**src/rtl/nibble_serial_add_seq_pkg.sv**
```systemverilog
// nibble_serial_add_seq_pkg: shared state encoding and sizing helpers for the nibble-serial adder
package nibble_serial_add_seq_pkg;

    typedef enum logic [1:0] {IDLE, RUN, DONE} state_t;

    localparam int NIBBLE_W = 4;

    function automatic int cnt_w(input int n);
        return n > 1 ? $clog2(n) : 1;
    endfunction

endpackage

```
**src/rtl/nibble_serial_add_seq_add4_slice.sv**
```systemverilog
// add4_slice: combinational 4-bit adder slice, functionally equivalent to the library 4-bit adder cell
module add4_slice (
    input  logic [3:0] a,
    input  logic [3:0] b,
    input  logic       ci,
    output logic [3:0] s,
    output logic       co
);

    assign {co, s} = {1'b0, a} + {1'b0, b} + {4'b0, ci};

endmodule

```
**src/rtl/nibble_serial_add_seq.sv**
```systemverilog
// nibble_serial_add_seq: WIDTH-bit add/subtract over WIDTH/4 cycles, reusing one 4-bit slice LSB-first
module nibble_serial_add_seq
    import nibble_serial_add_seq_pkg::*;
#(
    parameter int WIDTH = 16
) (
    input  logic             clk,
    input  logic             rst_n,
    input  logic             in_valid,
    output logic             in_ready,
    input  logic [WIDTH-1:0] in_a,
    input  logic [WIDTH-1:0] in_b,
    input  logic             in_sub,
    output logic             out_valid,
    input  logic             out_ready,
    output logic [WIDTH-1:0] out_sum,
    output logic             out_co,
    output logic             busy
);

    localparam int NIBBLES = WIDTH / NIBBLE_W;
    localparam int CW      = cnt_w(NIBBLES);

    if (WIDTH % NIBBLE_W != 0 || WIDTH < 8) begin : g_bad_width
        $error("nibble_serial_add_seq: WIDTH must be a multiple of 4 and at least 8");
    end

    state_t           state, state_nx;
    logic [WIDTH-1:0] a_q, b_q, res_q;
    logic             carry;
    logic [CW-1:0]    cnt;
    logic [3:0]       s;
    logic             co;
    logic             last;

    add4_slice u_slice (
        .a  (a_q[NIBBLE_W-1:0]),
        .b  (b_q[NIBBLE_W-1:0]),
        .ci (carry),
        .s  (s),
        .co (co)
    );

    assign last      = cnt == CW'(NIBBLES - 1);
    assign in_ready  = state == IDLE;
    assign out_valid = state == DONE;
    assign busy      = state != IDLE;

    always_comb begin
        state_nx = state == IDLE ? (in_valid ? RUN : IDLE) :
                   state == RUN  ? (last ? DONE : RUN) :
                                   (out_ready ? IDLE : DONE);
    end

    always_ff @(posedge clk or negedge rst_n) begin
        if (!rst_n) state <= IDLE;
        else        state <= state_nx;
    end

    // Subtraction is A + ~B + 1: invert B at capture and seed the carry with in_sub.
    always_ff @(posedge clk or negedge rst_n) begin
        if (!rst_n) begin
            a_q     <= '0;
            b_q     <= '0;
            res_q   <= '0;
            carry   <= 1'b0;
            cnt     <= '0;
            out_sum <= '0;
            out_co  <= 1'b0;
        end else if (state == IDLE && in_valid) begin
            a_q   <= in_a;
            b_q   <= in_sub ? ~in_b : in_b;
            carry <= in_sub;
            cnt   <= '0;
        end else if (state == RUN) begin
            a_q   <= a_q >> NIBBLE_W;
            b_q   <= b_q >> NIBBLE_W;
            res_q <= {s, res_q[WIDTH-1:NIBBLE_W]};
            carry <= co;
            if (!last) cnt <= cnt + CW'(1);
            if (last) begin
                out_sum <= {s, res_q[WIDTH-1:NIBBLE_W]};
                out_co  <= co;
            end
        end
    end

endmodule
```
**config.mk**
```make
export PLATFORM = sky130hd
export DESIGN_NAME = nibble_serial_add_seq
export DESIGN_NICKNAME = d
export VERILOG_FILES = /design/src/rtl/nibble_serial_add_seq_pkg.sv /design/src/rtl/nibble_serial_add_seq_add4_slice.sv /design/src/rtl/nibble_serial_add_seq.sv
export SDC_FILE = /design/constraint.sdc
export NUM_CORES = 1
export LEC_CHECK = 0
export ABC_CLOCK_PERIOD_IN_PS = 3470
export CAP_MARGIN = 30
export CORE_MARGIN = 2
export CORE_UTILIZATION = 45
export DETAILED_ROUTE_END_ITERATION = 7
export HOLD_SLACK_MARGIN = 0.05
export PLACE_DENSITY = 0.71
export SLEW_MARGIN = 20
export SYNTH_ARGS = -nofsm -noshare
export SYNTH_HDL_FRONTEND = slang
export SYNTH_SLANG_ARGS = --single-unit
```
**constraint.sdc**
```tcl
create_clock -name clk -period 3.47 [get_ports clk]
set_clock_uncertainty 0.2 [all_clocks]
set_input_delay 0.694 -clock clk [delete_from_list [all_inputs] [get_ports clk]]
set_output_delay 0.694 -clock clk [all_outputs]
set_load 0.005 [all_outputs]
```
======== Yosys cells after proc, flatten, opt, wreduce, memory -nomap -nowiden ========
Index checks and enable logic that the tools add are counted.
cells by class
  $add $sub $neg .......................... 3
  bitwise gates (word level) .............. 2
  multiplexer cells ....................... 15
  eq/ne operators ......................... 4
  reduce and logical (&&, ||, !) cells .... 7
operator list
  cell                                                 count
  2-to-1 mux 16 bit                                    5
  NOT 16 bit                                           1
  2-to-1 mux 2 bit                                     7
  adder 4 x 4 -> 5 bit                                 1
  adder 5 x 1 -> 5 bit                                 1
  equality test 2 bit, second input constant           2
  AND reduction 2 bit                                  2
  nonzero test 2 bit                                   2
  2-to-1 mux 1 bit                                     3
  AND reduction 3 bit                                  1
  adder 2 x 1 -> 2 bit, second input constant          1
  equality test 2 x 1 -> 1 bit, second input constant  1
  zero test 2 bit                                      1
  != test 2 x 1 -> 1 bit, second input constant        1
  logical AND 1 bit                                    1
  NOT 1 bit                                            1
storage, ports and cells
  logic and storage cells ................. 39
  bits in registers ....................... 70
  output and inout port bits .............. 20
  bits of input ports ..................... 37

======== Depth between registers and ports, before layout ========
  depth after elaboration ................. 4
  depth in mapped cells ................... 7

======== By module ========
From an unflattened synthesis, not the netlist that was laid out.
second synthesis, totals
  cell total of the unflattened synthesis .. 287
  area total of the unflattened synthesis .. 3,020.4 um^2
modules (own cells, without submodules)
  module                 area each (um^2)  cells each  times used  seq. area each (um^2)
  nibble_serial_add_seq  2,876.5           271         1           1,651.6
  add4_slice             143.9             16          1           0.0

======== Worst setup path before layout ========
OpenSTA, ideal clock, no wires.
  kind .................................... input port to flip-flop
  from .................................... input in_sub
  to ...................................... register b_q[11]
  setup slack ............................. 1.630 ns
  buffers on the path ..................... 2
  setup time .............................. 0.126 ns
  stages .................................. 5
  arrival ................................. 1.514 ns
  data required time ...................... 3.144 ns
  cells stage by stage .................... buf_2 > buf_4 > xnor2_1 > nor2_1 > a221o_1
on the way
  word-level cells in the longest chain between the ends .. 2
RTL lines
  element               line                         source
  from (decl)           nibble_serial_add_seq.sv:13  input logic in_sub,
  2-to-1 mux 16 bit     nibble_serial_add_seq.sv:72  b_q <= in_sub ? ~in_b : in_b;
  2-to-1 mux 16 bit     nibble_serial_add_seq.sv:70  end else if (state == IDLE && in_valid) begin
  to (signal assigned)  nibble_serial_add_seq.sv:72
  to (signal assigned)  nibble_serial_add_seq.sv:77  b_q <= b_q >> NIBBLE_W;
  to (decl)             nibble_serial_add_seq.sv:29  logic [WIDTH-1:0] a_q, b_q, res_q;
No other way between the ends.
A chain may end at the register's enable or synchronous reset.

======== Worst setup path in the final report ========
  from .................................... register state[1]
  to ...................................... output in_ready
on the way
  word-level cells in the longest chain between the ends .. 1
RTL lines
  element                 line                         source
  from (decl)             nibble_serial_add_seq.sv:28  state_t state, state_nx;
  from (signal assigned)  nibble_serial_add_seq.sv:57  else state <= state_nx;
  zero test 2 bit         nibble_serial_add_seq.sv:45  assign in_ready = state == IDLE;
  to (decl)               nibble_serial_add_seq.sv:10  output logic in_ready,
No other way between the ends.

==> results summary <==
The run finished with clean final reports. The root buffer cell is sky130_fd_sc_hd__clkbuf_8. By startpoint and endpoint, the worst setup path is classified as reg2out. The fraction of met3 tracks used by global routing is 0.0364. Power spread over the standard cell area amounts to roughly 900 mW/mm2.

Yosys attributes the largest share of cell area to sky130_fd_sc_hd__dfrtp_1 57%, sky130_fd_sc_hd__nand2_1 9.2%, sky130_fd_sc_hd__mux2_2 5.0%. The headroom to the max-slew limit is 0.404. Counting the fill cells in the layout gives 571.

Leaving out fill and tap cells, the most frequent cells in the layout are 71 x sky130_fd_sc_hd__nand2_1, 66 x sky130_fd_sc_hd__dfrtp_1, 55 x sky130_fd_sc_hd__clkdlybuf4s50_1. The maximum number of pins on one net before global-route repair is 31. Global routing finished with a remaining overflow of 0. After clock tree synthesis, the repair step resized 0 gates. The final max-slew violation count came out at 0. The sequential cell area came out at ~0.0017 mm2. For this configuration, the core starts out at a cell density of 0.461. The clock tree synthesis step divided the H-tree into 3 levels. The horizontal die dimension is about 84 um. The highest fanout seen on the critical path is 5. The number of endpoints with negative hold slack in the final report was 0. The pre-antenna-repair detailed-routing pass consisted of 4 iterations. The family with the most delay on the worst path is buffers and inverters. The post-CTS clock slew at the launch and capture registers of the worst setup and hold paths came out at ~0.07 ns. The hold-fix buffer count after cts came out at 1. The global routing usage summed across all routing layers came out at 0.166. The initial antenna violation count came out at 0. The cell taking the most area after synthesis is sky130_fd_sc_hd__dfrtp_1. In this run the worst hold path is classified as reg2reg. After synthesis the cells add up to 0.00291 mm2. The worst-case clock buffer depth is 2. The number of placed I/O pins is 57. The proportion of power drawn by the clock network came out at 0.178. The count of input and output buffers is 56. The slew at the pin closest to its max-slew limit came out at slightly below 0.9 ns.

The congestion estimate from routability-driven global placement came to about 0.76. The share of total power in combinational logic came out at 0.418. The sequential cell area fraction in the yosys report came out at 0.568. The number of global-route vias before repair is ~2000. Across the VDD grid, the largest voltage drop is slightly below 0.4 mV. The most common cell after layout, fill and taps aside is sky130_fd_sc_hd__nand2_1. The area share of the leading cell type in the synthesized netlist came out at 0.568. For this run, the post-layout net count is 376. The critical path's slowest cell is sky130_fd_sc_hd__clkdlybuf4s50_1. The number of antenna-violating nets in the routed design came out at 0.

The overall via count from detail_route is ~2100. The tightest hold margin is 0.274 ns. Of the cells placed in the final design, the portion with a size suffix greater than 1 is 0.109. The switching portion of total power came out at 0.362. CTS saw 66 sinks.

Data arrives at the worst endpoint at roughly 1.5 ns. Setup repair after global routing left no endpoint under its margin. The first global-routing pass estimated around 9400 um of wire. The share of the clock period used by the worst path came out at 0.687. The layer flagged by global routing as most heavily used is met2.

For this run, design rule violations remaining after detail routing come to 0. The number of violations of the max-capacitance limit came out at 0. The minimum period implied by the final worst setup slack is roughly 2.4 ns.

The delay of the slowest critical-path stage came out at roughly 0.53 ns. The area growth from synthesis to layout is 27.5%. The HPWL after detailed placement came out at 3900 um. In the synthesized netlist, the number of instances is 276. Summing internal, switching and leakage power gives approximately 3.3 mW. The wire length reported by the detailed router came out at approximately 5500 um.

The total clock buffers created by CTS is 9. The routed wirelength normalized by instance count came out at roughly 13 um. The number of buffers and inverters on the critical path is 1.

The global routing met1 resource utilization is 0.223. In this run the static leakage power is 1.72 nW. The proportion of power drawn by flip-flops and latches came out at 0.404. The floorplan step set the die height to about 84 um. The launching element type of the critical path is a register.

The clock reaches the later pin of the worst-skew pair after around 0.34 ns. The total die area is slightly above 0.007 mm2. The average instance in the mapped netlist occupies 10.5 um2. The critical path goes through nor2_1, clkdlybuf4s50_1. The peak clock frequency supported by timing came out at approximately 420 MHz.

The met2 layer usage reported by global route came out at 0.260. The number of DRC violations after detailed-routing iteration 0 is a little over 70. The number of distinct library cell variants in the gate-level netlist after synthesis is 27.

The post-synth net total is about 320. The final number of setup-violating endpoints is 0. The area of combinational cells with multiple inputs came out at roughly 0.0011 mm2. The critical path capture point type is an output port. The number of flip-flops and latches in the synthesized netlist is 66.

During synthesis, Yosys emitted a total of 0 warnings. The internal power came out at roughly 2.1 mW. Using the TritonRoute via totals, the vias-per-cell ratio works out to ~5. The placeable core region came out at approximately 0.0063 mm2. For the final routed database, the setup TNS stands at 0 ns. The number of antenna cells inserted came out at 0.

Summed over all nets, the switching power comes to 1.20 mW. In this run the post-CTS setup repair buffer count came out at 0. The number of standard-cell rows in the floorplan is 29. Data on the critical path is required at its endpoint by roughly 2.6 ns. TritonCTS built the clock tree.
[metal layers]
metal	vias to the layer above	wire, um
li1	1038	-
met1	989	2550
met2	55	2600
met3	10	276
met4	0	103
met5	-	0
[kinds of logic after synthesis]
| kind of cell | count (synthesis) | synth area share |
|---|---|---|
| DFF | 66 | 0.568 |
| adders and majority gates | 6 | 0.0310 |
| muxes | 13 | 0.0503 |
| xor gates and xnor gates | 18 | 0.0542 |
| buffers and inverters | 26 | 0.0422 |
| AOI/OAI and AO/OA | 48 | 0.113 |
| and+or+nand+nor | 99 | 0.141 |
[through the flow]
step | setup WS, ns | utilization | cell area [um2] | std cells
floorplan | 1.63 | - | 2910 | 276
CTS | 1.07 | 0.587 | 3710 | 415
finish | 1.09 | 0.587 | 3710 | 415
global route | 1.01 | 0.587 | 3710 | 415
detailed placement | 0.842 | 0.557 | 3510 | 398
global placement | 0.898 | 0.557 | 3510 | 398
[flip-flops by register name, summed over array words and instances (netlist names)]
| register | flops |
|---|---|
| out_sum | 16 |
| a_q | 16 |
| state | 2 |
| carry | 1 |
| out_co | 1 |
| res_q | 12 |
| b_q | 16 |
| cnt | 2 |
[power groups by stage]
stage / sequential [mW] / combinational, mW / clock (mW)
after detailed placement: 1.36 / 1.42 / 0
after global placement: 1.34 / 1.37 / 0
after global routing: 1.39 / 1.57 / 0.639
final: 1.34 / 1.39 / 0.592
after floorplan: 1.31 / 0.964 / 0
after CTS: 1.35 / 1.42 / 0.605
[synthesized netlist by cell type (all sizes together)]
master  count
xnor2      12
nor2       17
nand2b      1
buf        11
o21ai      20
ha          4
inv        10
a22oi      11
a31oi       4
a21o        1
xor2        6
nor3        2
a221oi      1
nand3       4
nor2b       2
fa          2
dfrtp      66
a221o      10
mux2       13
a21oi       1
nand2      72
nor3b       1
clkbuf      5
[worst reg2reg max path, delay by kind of cell (launching register included)]
family,cells,cell delay (ns)
flops,1,0.42
buf+inv,1,0.40
simple gates,2,0.65
compound gates,1,0.32
[path summary, 6_finish.rpt]
check | startpoint | to | slack, ns | depth (start not counted)
worst max-delay path | state[1] | in_ready | 1.09 | 2
worst min-delay path | a_q[9] | a_q[9] | 0.27 | 2
worst max register to register | state[0] | b_q[9] | 1.37 | 4
worst min register to register | a_q[9] | a_q[9] | 0.27 | 2
max in group asynchronous | rst_n | b_q[15] | 1.83 | 3
min in group asynchronous | rst_n | out_sum[1] | 0.56 | 2
[final cells by class]
cell class / count / area share
sequential: 66 / 0.445
multi-input combinational: 184 / 0.306
clock buffer: 14 / 0.0466
timing repair buffer: 62 / 0.163
clock inverter: 2 / 0.00270
inverter: 10 / 0.0101
tap: 77 / 0.0260
Note: power is estimated with default switching activity, not from simulation.
